<file path="config.mk">
export PLATFORM = sky130hd
export DESIGN_NAME = ksa_out_skid
export DESIGN_NICKNAME = d
export VERILOG_FILES = /design/src/rtl/ksa_out_skid.sv
export SDC_FILE = /design/constraint.sdc
export NUM_CORES = 1
export LEC_CHECK = 0
export ABC_AREA = 1
export BUFFER_PORTS_ARGS = -buffer_cell sky130_fd_sc_hd__clkbuf_2
export CORE_MARGIN = 2
export CORE_UTILIZATION = 39
export DETAILED_ROUTE_END_ITERATION = 10
export SLEW_MARGIN = 30
export SYNTH_ARGS = -nofsm -noshare
export SYNTH_HDL_FRONTEND = slang
export SYNTH_SLANG_ARGS = --single-unit
export TNS_END_PERCENT = 100
</file>
<file path="constraint.sdc">
create_clock -name clk -period 1.9 [get_ports clk]
set_clock_uncertainty 0.2 [all_clocks]
set_input_delay 0.095 -clock clk [delete_from_list [all_inputs] [get_ports clk]]
set_output_delay 0.095 -clock clk [all_outputs]
set_load 0.005 [all_outputs]
</file>
<file path="src/rtl/ksa_out_skid.sv">
// ksa_out_skid
// Output register stage for the 32-bit Kogge-Stone adder datapath. It captures
// the adder sum and carry-out and hands them downstream over valid/ready.
// A 2-entry skid buffer (main + skid) keeps one result per cycle flowing under
// backpressure, and in_ready is a registered flag with no combinational path
// from out_ready. res_cnt counts delivered results and wraps around.
//
// Optional feature: define KSA_OUT_OVF_EN to compute and carry a signed
// overflow flag with each entry. Without it, ovf_q is tied to 0 and the
// port list does not change.
//
// Ports
//   clk        clock, rising edge
//   rst        asynchronous reset, active low
//   in_valid   adder result valid this cycle
//   in_ready   stage can accept a result (registered)
//   sum_d      adder sum
//   cout_d     adder carry-out
//   a_msb      MSB of operand A (overflow calc)
//   b_msb      MSB of operand B (overflow calc)
//   out_valid  registered result valid
//   out_ready  downstream accepts result
//   sum_q      registered sum (main entry)
//   cout_q     registered carry-out (main entry)
//   ovf_q      registered signed-overflow flag (main entry)
//   res_cnt    count of delivered results
//
// state | meaning
// ------+----------------------------------
// EMPTY | no data held, out_valid=0
// ONE   | main entry valid
// FULL  | main and skid entries valid, in_ready=0

module ksa_out_skid #(
   parameter int DATA_WIDTH = 32,
   parameter int CNT_WIDTH  = 16
) (
   input  logic                  clk,
   input  logic                  rst,
   input  logic                  in_valid,
   output logic                  in_ready,
   input  logic [DATA_WIDTH-1:0] sum_d,
   input  logic                  cout_d,
   input  logic                  a_msb,
   input  logic                  b_msb,
   output logic                  out_valid,
   input  logic                  out_ready,
   output logic [DATA_WIDTH-1:0] sum_q,
   output logic                  cout_q,
   output logic                  ovf_q,
   output logic [CNT_WIDTH-1:0]  res_cnt
);

   typedef enum logic [1:0] {
      ST_EMPTY = 2'd0,
      ST_ONE   = 2'd1,
      ST_FULL  = 2'd2
   } state_t;

   state_t                state_q;
   logic                  in_ready_q;
   logic [DATA_WIDTH-1:0] skid_sum_q;
   logic                  skid_cout_q;
   logic [CNT_WIDTH-1:0]  res_cnt_q;

   logic acc;
   logic dlv;
   logic ld_main_in;
   logic ld_skid;
   logic ld_main_skid;

   assign in_ready  = in_ready_q;
   assign out_valid = (state_q != ST_EMPTY);
   assign res_cnt   = res_cnt_q;

   assign acc = in_valid & in_ready_q;
   assign dlv = out_valid & out_ready;

   // Storage strobes. In ONE an accept with a simultaneous delivery goes
   // straight into main; only an accept without delivery spills into skid.
   assign ld_main_in   = acc & ((state_q == ST_EMPTY) | ((state_q == ST_ONE) & dlv));
   assign ld_skid      = acc & (state_q == ST_ONE) & ~dlv;
   assign ld_main_skid = dlv & (state_q == ST_FULL);

   // Control FSM; in_ready is loaded from the next state so it is registered.
   always_ff @(posedge clk or negedge rst) begin
      if (!rst) begin
         state_q    <= ST_EMPTY;
         in_ready_q <= 1'b0;
      end else begin
         case (state_q)
            ST_EMPTY: begin
               in_ready_q <= 1'b1;
               if (acc) begin
                  state_q <= ST_ONE;
               end
            end
            ST_ONE: begin
               if (acc && !dlv) begin
                  state_q    <= ST_FULL;
                  in_ready_q <= 1'b0;
               end else if (!acc && dlv) begin
                  state_q    <= ST_EMPTY;
                  in_ready_q <= 1'b1;
               end else begin
                  in_ready_q <= 1'b1;
               end
            end
            ST_FULL: begin
               if (dlv) begin
                  state_q    <= ST_ONE;
                  in_ready_q <= 1'b1;
               end else begin
                  in_ready_q <= 1'b0;
               end
            end
            default: begin
               state_q    <= ST_EMPTY;
               in_ready_q <= 1'b0;
            end
         endcase
      end
   end

   always_ff @(posedge clk or negedge rst) begin
      if (!rst) begin
         sum_q       <= '0;
         cout_q      <= 1'b0;
         skid_sum_q  <= '0;
         skid_cout_q <= 1'b0;
      end else begin
         if (ld_main_in) begin
            sum_q  <= sum_d;
            cout_q <= cout_d;
         end else if (ld_main_skid) begin
            sum_q  <= skid_sum_q;
            cout_q <= skid_cout_q;
         end
         if (ld_skid) begin
            skid_sum_q  <= sum_d;
            skid_cout_q <= cout_d;
         end
      end
   end

   always_ff @(posedge clk or negedge rst) begin
      if (!rst) begin
         res_cnt_q <= '0;
      end else if (dlv) begin
         res_cnt_q <= res_cnt_q + CNT_WIDTH'(1);
      end
   end

`ifdef KSA_OUT_OVF_EN
   // Signed overflow: operands agree in sign but the sum does not.
   logic ovf_in;
   logic skid_ovf_q;

   assign ovf_in = (a_msb == b_msb) & (sum_d[DATA_WIDTH-1] != a_msb);

   always_ff @(posedge clk or negedge rst) begin
      if (!rst) begin
         ovf_q      <= 1'b0;
         skid_ovf_q <= 1'b0;
      end else begin
         if (ld_main_in) begin
            ovf_q <= ovf_in;
         end else if (ld_main_skid) begin
            ovf_q <= skid_ovf_q;
         end
         if (ld_skid) begin
            skid_ovf_q <= ovf_in;
         end
      end
   end
`else
   // Operand MSBs only matter for the overflow flag.
   logic unused_msb;
   assign unused_msb = a_msb ^ b_msb;
   assign ovf_q      = 1'b0;
`endif

endmodule

</file>
; ---- Word level (Yosys, flattened, before mapping)
; Index checks and enable logic that the tools add are counted.
[word_totals]
word_cells = 42
regBits = 85
in_bits = 39
out_inout_bits = 52
[op_classes]
reduce_logical = 8
add_sub_neg = 1
mux = 12
eq_ne = 5
bitwise_logic = 9
[ops]
columns = op, count
row1 = $mux W32, 2
row2 = $add A16 B1 Y16 const B, 1
row3 = $mux W2, 4
row4 = $and A1 B1 Y1, 7
row5 = $pmux W2 S3, 1
row6 = $mux W1, 4
row7 = $ne A2 B2 Y1 const B, 2
row8 = $reduce_bool A2 Y1, 2
row9 = $ne A3 B1 Y1 const B, 1
row10 = $pmux W1 S3, 1
row11 = $reduce_and A3 Y1, 1
row12 = $eq A2 B1 Y1 const B, 1
row13 = $eq A2 B2 Y1 const B, 1
row14 = $logic_and A1 B1 Y1, 2
row15 = $logic_not A1 Y1, 2
row16 = $logic_not A2 Y1, 1
row17 = $not A1 Y1, 1
row18 = $or A1 B1 Y1, 1

; ---- Longest topological paths before layout
; Gate-level depths: netlist (run 1).
[depth]
ltp_word = 6
mapped_depth = 8
depth_no_buf = 8

; ---- Least setup slack after synthesis (run 1)
; No wires, ideal clock.
[synth_timing]
path_kind = reg2reg
start = register res_cnt_q[0] (netlist: res_cnt[0])
end = register res_cnt_q[8] (netlist: res_cnt[8])
path_slack_ns = 0.469
period_less_slack_ns = 1.431
required_time_ns = 1.574
arrival_ns = 1.105
path_buffers = 0
stages_incl_launch_ff = 8
cell_sequence = dfrtp_1 > ha_1 > inv_1 > nor2_1 > nand2_1 > xor2_1 > nand2_1 > o21ai_0
[synth_between]
elab_chain_len = 1
[synth_rtl]
columns = item, line
row1 = from (decl), 64  ; logic [CNT_WIDTH-1:0] res_cnt_q;
row2 = from (signal assigned), 150  ; res_cnt_q <= res_cnt_q + CNT_WIDTH'(1);
row3 = $add A16 B1 Y16, 150
; No other way between the ends.
; A chain may end at the register's enable or synchronous reset.

==> results of run 1 <==
[cell usage in the layout, fill, tap and decap left out]
| cell | instances |
|---|---|
| inv_2 | 1 |
| nor3_4 | 1 |
| dfrtp_1 | 85 |
| ha_1 | 1 |
| dlygate4sd3_1 | 37 |
| buf_4 | 3 |
| nor2_1 | 18 |
| nor2_4 | 1 |
| clkinvlp_4 | 2 |
| clkbuf_8 | 9 |
| o21ai_0 | 34 |
| o221ai_1 | 5 |
| nand2_1 | 88 |
| nand2_2 | 1 |
| nor2_2 | 1 |
| clkbuf_2 | 86 |
| xor2_1 | 5 |
| bufinv_16 | 4 |
| a21oi_1 | 1 |
| nand3_4 | 1 |
| o21ai_1 | 6 |
| xnor2_1 | 3 |
| inv_1 | 80 |
| o31ai_1 | 1 |
| clkbuf_1 | 1 |
| nand3b_1 | 4 |
| o221ai_2 | 28 |
| o21bai_1 | 1 |
| nand3_1 | 35 |
| buf_12 | 6 |
| conb_1 | 1 |
| nand4_1 | 2 |
[state kept, by name, indices dropped and copies added (netlist names)]
name         count
cout_q           1
in_ready         1
skid_cout_q      1
sum_q           32
state_q          2
res_cnt         16
skid_sum_q      32
[path summary, 6_finish.rpt]
path | start | to | slack [ns] | cells past startpoint
setup / recovery | rst | skid_sum_q[8]$_DFFE_PN0P_ | 0.21 | 3
hold / removal | rst | skid_sum_q[10]$_DFFE_PN0P_ | 0.1 | 3
setup reg to reg | state_q[1]$_DFFE_PN0P_ | res_cnt[11]$_DFFE_PN0P_ | 0.33 | 7
max in group clk | out_ready | sum_q[1]$_DFFE_PN0P_ | 0.30 | 8
hold reg to reg | skid_sum_q[7]$_DFFE_PN0P_ | skid_sum_q[7]$_DFFE_PN0P_ | 0.29 | 2
min in group clk | skid_sum_q[7]$_DFFE_PN0P_ | skid_sum_q[7]$_DFFE_PN0P_ | 0.29 | 2
[worst min-delay path, delay by kind of cell]
kind | cells | cell delay (ns)
buf+inv | 3 | 0.92
[cells by family after synthesis]
kind of cell | after synthesis
xor+xnor | 8
buf+inv | 104
simple gates | 152
fa+ha+maj | 1
flops | 85
compound gates | 76
other cells | 1
[power by group through the flow]
stage	clock network (mW)	logic, mW	registers (mW)
6_report	1.64	2.35	3.04
5_1_grt	1.78	2.68	3.13
4_1_cts	1.70	2.40	3.04
3_5_place_dp	0	2.33	3.07
3_3_place_gp	0	2.25	3.04
2_1_floorplan	0	1.50	3.01
[layer usage]
layer / vias to the layer above / global-route usage (%) / wire length, µm
met5: - / 0 / 0
met4: 0 / 5.81 / 95
met3: 8 / 3.65 / 343
met2: 64 / 26.9 / 4190
met1: 1570 / 21.7 / 4090
li1: 1615 / - / -
[through the flow]
stage | area (µm²) | setup WS [ns] | util [%]
after floorplan | 4010 | 0.469 | -
after global placement | 4620 | 0.365 | 45.6
after detailed placement | 4620 | 0.333 | 45.6
after CTS | 5250 | 0.158 | 51.8
after global routing | 5250 | 0.0331 | 51.8
final | 5250 | 0.206 | 51.8
[cell type report]
class | instances | area [µm²]
tap | 136 | 170
multi-input combinational | 238 | 1440
clock inverter | 6 | 135
fill | 955 | 4890
clock buffer | 10 | 128
inverter | 81 | 304
sequential | 85 | 2130
timing repair buffer | 132 | 943
==> summary.md, run 1 <==
| Metric | Value |
|---|---|
| Worst skew pair latency | `0.34 ns` |
| Top cells by area in the synthesized netlist | `dfrtp_1 53%, o221ai_2 10%, nand2_1 8.3%, inv_1 7.5%, nand3_1 4.5%` |
| Endpoints failing hold | `0` |
| Number of cells in the finished layout apart from fillers | `between 600 and 700` |
| Cell internal pwr | `roughly 4.7 mW` |
| H-tree lvl count | `3` |
| Slowest stage cell on the critical path | `dlygate4sd3_1` |
| Dominant combinational cell family by area after synthesis | `compound AO/OA/AOI/OAI gates` |
| Hold buffer count at cts | `37` |
| Portion of netlist area occupied by mux cells | `0%` |
| Max clock buf depth | `2` |
| Pleak | `around 2.6 nW` |
| DRT iter0 DRCs | `approximately 160` |
| Number of clock sinks seen by CTS | `85` |
| Number of failing setup endpoints in the final timing report | `0` |
| Fraction of power consumed by sequential logic | `43.2%` |
| Slowest stage delay, CP | `approximately 1.1 ns` |
| Clock slew at the register clock pins of the worst setup and hold paths | `about 0.090 ns` |
| Logic pwr share | `between 30 and 40%` |
| Main flop type after synthesis | `dfrtp_1` |
| Cell variety after synth | `27` |
| Die outline area | `about 11000 µm²` |
| Synth-to-Final Area Change | `30.9%` |
| Drt wl/cell | `12.7 µm` |
| Crit Path Max Fanout | `17` |
| DIE HEIGHT | `105 µm` |
| Arithmetic-cell share of the synthesized area counting full adders, half adders and majority gates | `0.312%` |
| Total congestion overflow after global routing | `0` |
| Detail Placement HPWL | `between 5000 and 6000 µm` |
| Cell area after synthesis | `~4000 µm²` |
| Detailed Routing Iterations Pass 1 | `8` |
| Result of the run | `completed` |
| Core area | `slightly above 10000 µm²` |
| Switching component of the power | `2.36 mW` |
| Slew headroom | `45.7%` |
| Count of state elements after synthesis | `85` |
| Gp weighted congestion | `between 0.7 and 0.8` |
| Number of buffers added by the clock tree synthesis step | `9` |
| Resized Gates After CTS | `0` |
| Complex-gate fraction of the synthesized area | `roughly 17%` |
| Sw Share | `approximately 34%` |
| Initial antenna violation count | `0` |
| Kind of critical path | `primary input to async pin` |
| Cell type with the largest total area after synthesis | `dfrtp_1` |
| Share of cells above drive strength 1 | `roughly a quarter` |
| Synthesis Warnings | `0` |
| CP Data Arrival Time | `roughly 1.9 ns` |
| Post-synthesis average cell area | `roughly 9.4 µm²` |
| Cells along the critical path | `dlygate4sd3_1, buf_4, dlygate4sd3_1` |
| Vias in the first global route | `3244` |
| Final number of max-transition violations | `0` |
| Actual slew at the worst max-slew pin | `~0.81 ns` |
| Port bufs | `87` |
| Post-synthesis xor/xnor area fraction | `under 10%` |
| Library cell with the highest instance count after synthesis | `nand2_1` |
| CTS tree | `yes` |
| Min-Delay Path Class | `primary input to async pin` |
| Final hold slack | `a little under 0.1 ns` |
| Number of top-level design ports | `91` |
| Post-layout nets | `587` |
| Global-route usage over all layers | `16.5%` |
| Largest net degree at the start of global routing | `67` |
| Max-cap violations | `0` |
| Accumulated negative setup slack | `0 ns` |
| Vias after detailed routing | `~3300` |
| Critical path endpoint category | `async pin` |
| Type of element launching the critical path | `primary input` |
| Period utilization | `89.2%` |
| Remaining design rule violation count | `0` |
| Top cell type's share of synthesized area | `between 50% and 60%` |
| Buffers & Inverters on Critical Path | `3` |
| Initial Utilization | `39.6%` |
| Top cell family by delay on the critical path | `buffers and inverters` |
| Post-DRT Antenna Nets | `0` |
| Area share of and/or/nand/nor cells after synthesis | `16.4%` |
| Max Clk Rate | `around 590 MHz` |
| Dominant cell type by count on the critical path | `dlygate4sd3_1` |
| Placed Cells incl. Taps | `635` |
| Setup repair after global routing missed its margin | `false` |
| Syn nets | `approximately 470` |
| Post-layout min period | `about 1.7 ns` |
| Standard-cell row count | `37` |
| Detailed-route vias per instance | `4.73` |
| Diode count | `0` |
| Number of instances in the synthesized netlist | `427` |
| Number of setup buffers added after CTS | `0` |
| Root buffer cell | `clkbuf_8` |
| Die width | `105 µm` |
| Synth top cells by count | `89 x nand2_1, 85 x dfrtp_1, 80 x inv_1, 36 x nand3_1, 34 x o21ai_0` |
| Final total power | `7.02 mW` |
| Power per Cell Area | `1340 nW/µm²` |
| Final wirelength | `around 8700 µm` |
| Peak VDD IR | `approximately 0.00053 V` |
| Clock power frac | `a little under a quarter` |
| Worst path required time | `2.07 ns` |
| First-pass GRT wire length | `around 15000 µm` |
| Async set-or-reset flop fraction in the synthesized netlist | `100%` |
| Sequential area share after synthesis | `53.0%` |
| Post-synth EDFFs | `0` |
Note: power is estimated with default switching activity, not from simulation.
==> inputs of run 2 (changes only) <==
- clock period: 1.9 -> 2.02 ns (I/O delays scaled with it)
==> summary.md, run 2 (synthesis results as in run 1) <==
| Metric | Value |
|---|---|
| Result of the run | `completed` |
| Worst skew pair latency | `0.34 ns (about the same)` |
| Number of failing setup endpoints in the final timing report | `0 (unchanged)` |
| H-tree lvl count | `3 (unchanged)` |
| Worst path required time | `2.01 ns (-0.06 ns)` |
| Clock power frac | `19.2% (-4.1 points)` |
| Accumulated negative setup slack | `0 ns (unchanged)` |
| Detailed Routing Iterations Pass 1 | `4 (-4)` |
| Clock slew at the register clock pins of the worst setup and hold paths | `0.08 ns (about the same)` |
| Final hold slack | `0.0714 ns (-0.0259 ns)` |
| Synth-to-Final Area Change | `28.0%` |
| Total congestion overflow after global routing | `0 (unchanged)` |
| Most common library cell in the layout ignoring fill and taps | `nand2_1` |
| Slowest stage delay, CP | `0.50 ns (-0.60 ns)` |
| Filler cells | `972 (+1.8%)` |
| Critical path endpoint category | `register` |
| Gp weighted congestion | `0.777 (-0.38%)` |
| Commonest non-fill, non-tap cells in the layout | `88 x nand2_1, 86 x clkbuf_2, 85 x dfrtp_1` |
| Crit Path Max Fanout | `66 (+49)` |
| Number of top-level design ports | `91 (unchanged)` |
| Diode count | `0 (unchanged)` |
| Top cell family by delay on the critical path | `buffers and inverters` |
| Placed Cells incl. Taps | `635 (unchanged)` |
| Max clock buf depth | `2 (unchanged)` |
| DIE HEIGHT | `105 µm (unchanged)` |
| Detail Placement HPWL | `5740 µm (-0.84%)` |
| Switching component of the power | `2.21 mW (-6.3%)` |
| Detailed-route vias per instance | `4.71 (-0.59%)` |
| Initial Utilization | `39.6% (unchanged)` |
| Cell internal pwr | `4.02 mW (-14%)` |
| Global-route usage over all layers | `16.7% (+0.13 points)` |
| Pleak | `2.58 nW (-2.1%)` |
| Initial antenna violation count | `0 (unchanged)` |
| Drt wl/cell | `12.9 µm (+1.5%)` |
| CTS tree | `yes` |
| Max Clk Rate | `554 MHz` |
| Die outline area | `11100 µm² (unchanged)` |
| Kind of critical path | `register to register` |
| Reg-to-Reg Start | `state_q[1]$_DFFE_PN0P_` |
| Slew headroom | `60.0% (+14 points)` |
| Min-Delay Path Class | `primary input to async pin` |
| Endpoints failing hold | `0 (unchanged)` |
| Number of clock sinks seen by CTS | `85 (unchanged)` |
| Setup slack on the worst flop-to-flop path | `0.22 ns (-0.11 ns)` |
| Period utilization | `about nine tenths` |
| Type of element launching the critical path | `register` |
| First-pass GRT wire length | `14800 µm (-0.69%)` |
| Start point of the critical path | `state_q[1]$_DFFE_PN0P_` |
| Remaining design rule violation count | `0 (unchanged)` |
| Vias in the first global route | `3089 (-4.8%)` |
| Post-layout nets | `586 (-0.17%)` |
| DRT iter0 DRCs | `161 (unchanged)` |
| Standard-cell row count | `37 (unchanged)` |
| Port bufs | `87 (unchanged)` |
| Post-layout min period | `between 1.5 and 2 ns` |
| Max-cap violations | `0 (unchanged)` |
| Final wirelength | `8850 µm (+1.4%)` |
| Actual slew at the worst max-slew pin | `0.600 ns (-0.212 ns)` |
| Setup repair after global routing missed its margin | `false` |
| Number of cells in the finished layout apart from fillers | `687 (-0.15%)` |
| Number of setup buffers added after CTS | `0 (unchanged)` |
| Core area | `10100 µm² (unchanged)` |
| Power per Cell Area | `1210 nW/µm² (-9.2%)` |
| Post-DRT Antenna Nets | `0 (unchanged)` |
| Die width | `105 µm (unchanged)` |
| Fraction of power consumed by sequential logic | `45.9% (+2.7 points)` |
| Cells along the critical path | `inv_1, nand4_1, buf_4, o21ai_0` |
| Logic pwr share | `34.9% (+1.5 points)` |
| Buffers & Inverters on Critical Path | `2 (-1)` |
| Largest net degree at the start of global routing | `67 (unchanged)` |
| Share of cells above drive strength 1 | `25.8% (-0.32 points)` |
| Number of buffers added by the clock tree synthesis step | `9 (unchanged)` |
| Root buffer cell | `clkbuf_8` |
| Vias after detailed routing | `3233 (-0.74%)` |
| Sw Share | `35.5% (+1.9 points)` |
| CP Data Arrival Time | `1.80 ns (-0.07 ns)` |
| Final number of max-transition violations | `0 (unchanged)` |
| Peak VDD IR | `0.000444 V (-16%)` |
| Slowest stage cell on the critical path | `buf_4` |
==> run 2: per-stage QoR <==
step | util, % | instance area (µm²) | power, mW | setup WS, ns
2_1_floorplan | - | 4010 | 4.24 | 0.589
3_3_place_gp | 45.2 | 4580 | 4.94 | 0.327
3_5_place_dp | 45.2 | 4580 | 5.05 | 0.237
4_1_cts | 50.6 | 5130 | 6.32 | 0.234
5_1_grt | 50.6 | 5130 | 6.75 | 0.0901
6_report | 50.6 | 5130 | 6.23 | 0.215
==> run 2: area by class of cell <==
type / instances / area, µm² / share of cell area, %
multi-input combinational: 238 / 1440 / 28.1
clock inverter: 3 / 45.0 / 0.877
sequential: 85 / 2130 / 41.4
tap: 136 / 170 / 3.31
inverter: 81 / 304 / 5.92
clock buffer: 13 / 149 / 2.90
timing repair buffer: 131 / 896 / 17.4
==> run 2: routing by layer <==
| metal | up-vias | GRT usage [%] | part of all wire [%] |
|---|---|---|---|
| met5 | - | 0 | 0 |
| met4 | 0 | 4.67 | 1.2 |
| met3 | 8 | 4.33 | 4.3 |
| met2 | 76 | 27.1 | 46 |
| met1 | 1525 | 22.0 | 48 |
| li1 | 1624 | - | - |
==> run 2: timing repair <==
action	in CTS	in global routing
resized for setup	0	0
hold buffers	36	0
hold endpoints to repair	154	0
==> run 2: path summary, 6_finish.rpt <==
kind	end	cells past startpoint
worst max register to register	skid_sum_q[27]$_DFFE_PN0P_	4
worst min register to register	skid_sum_q[12]$_DFFE_PN0P_	2
max in group asynchronous	skid_sum_q[27]$_DFFE_PN0P_	3
min in group clk	skid_sum_q[12]$_DFFE_PN0P_	2
worst max-delay path	skid_sum_q[27]$_DFFE_PN0P_	4
worst min-delay path	skid_sum_q[9]$_DFFE_PN0P_	2
==> run 2: power groups by stage <==
stage                     Clock (mW)  Sequential, mW  Combinational [mW]
after floorplan                    0            2.83                1.41
after CTS                       1.24            2.86                2.22
final                           1.20            2.86                2.17
after global routing            1.33            2.94                2.48
after global placement             0            2.86                2.08
after detailed placement           0            2.89                2.16
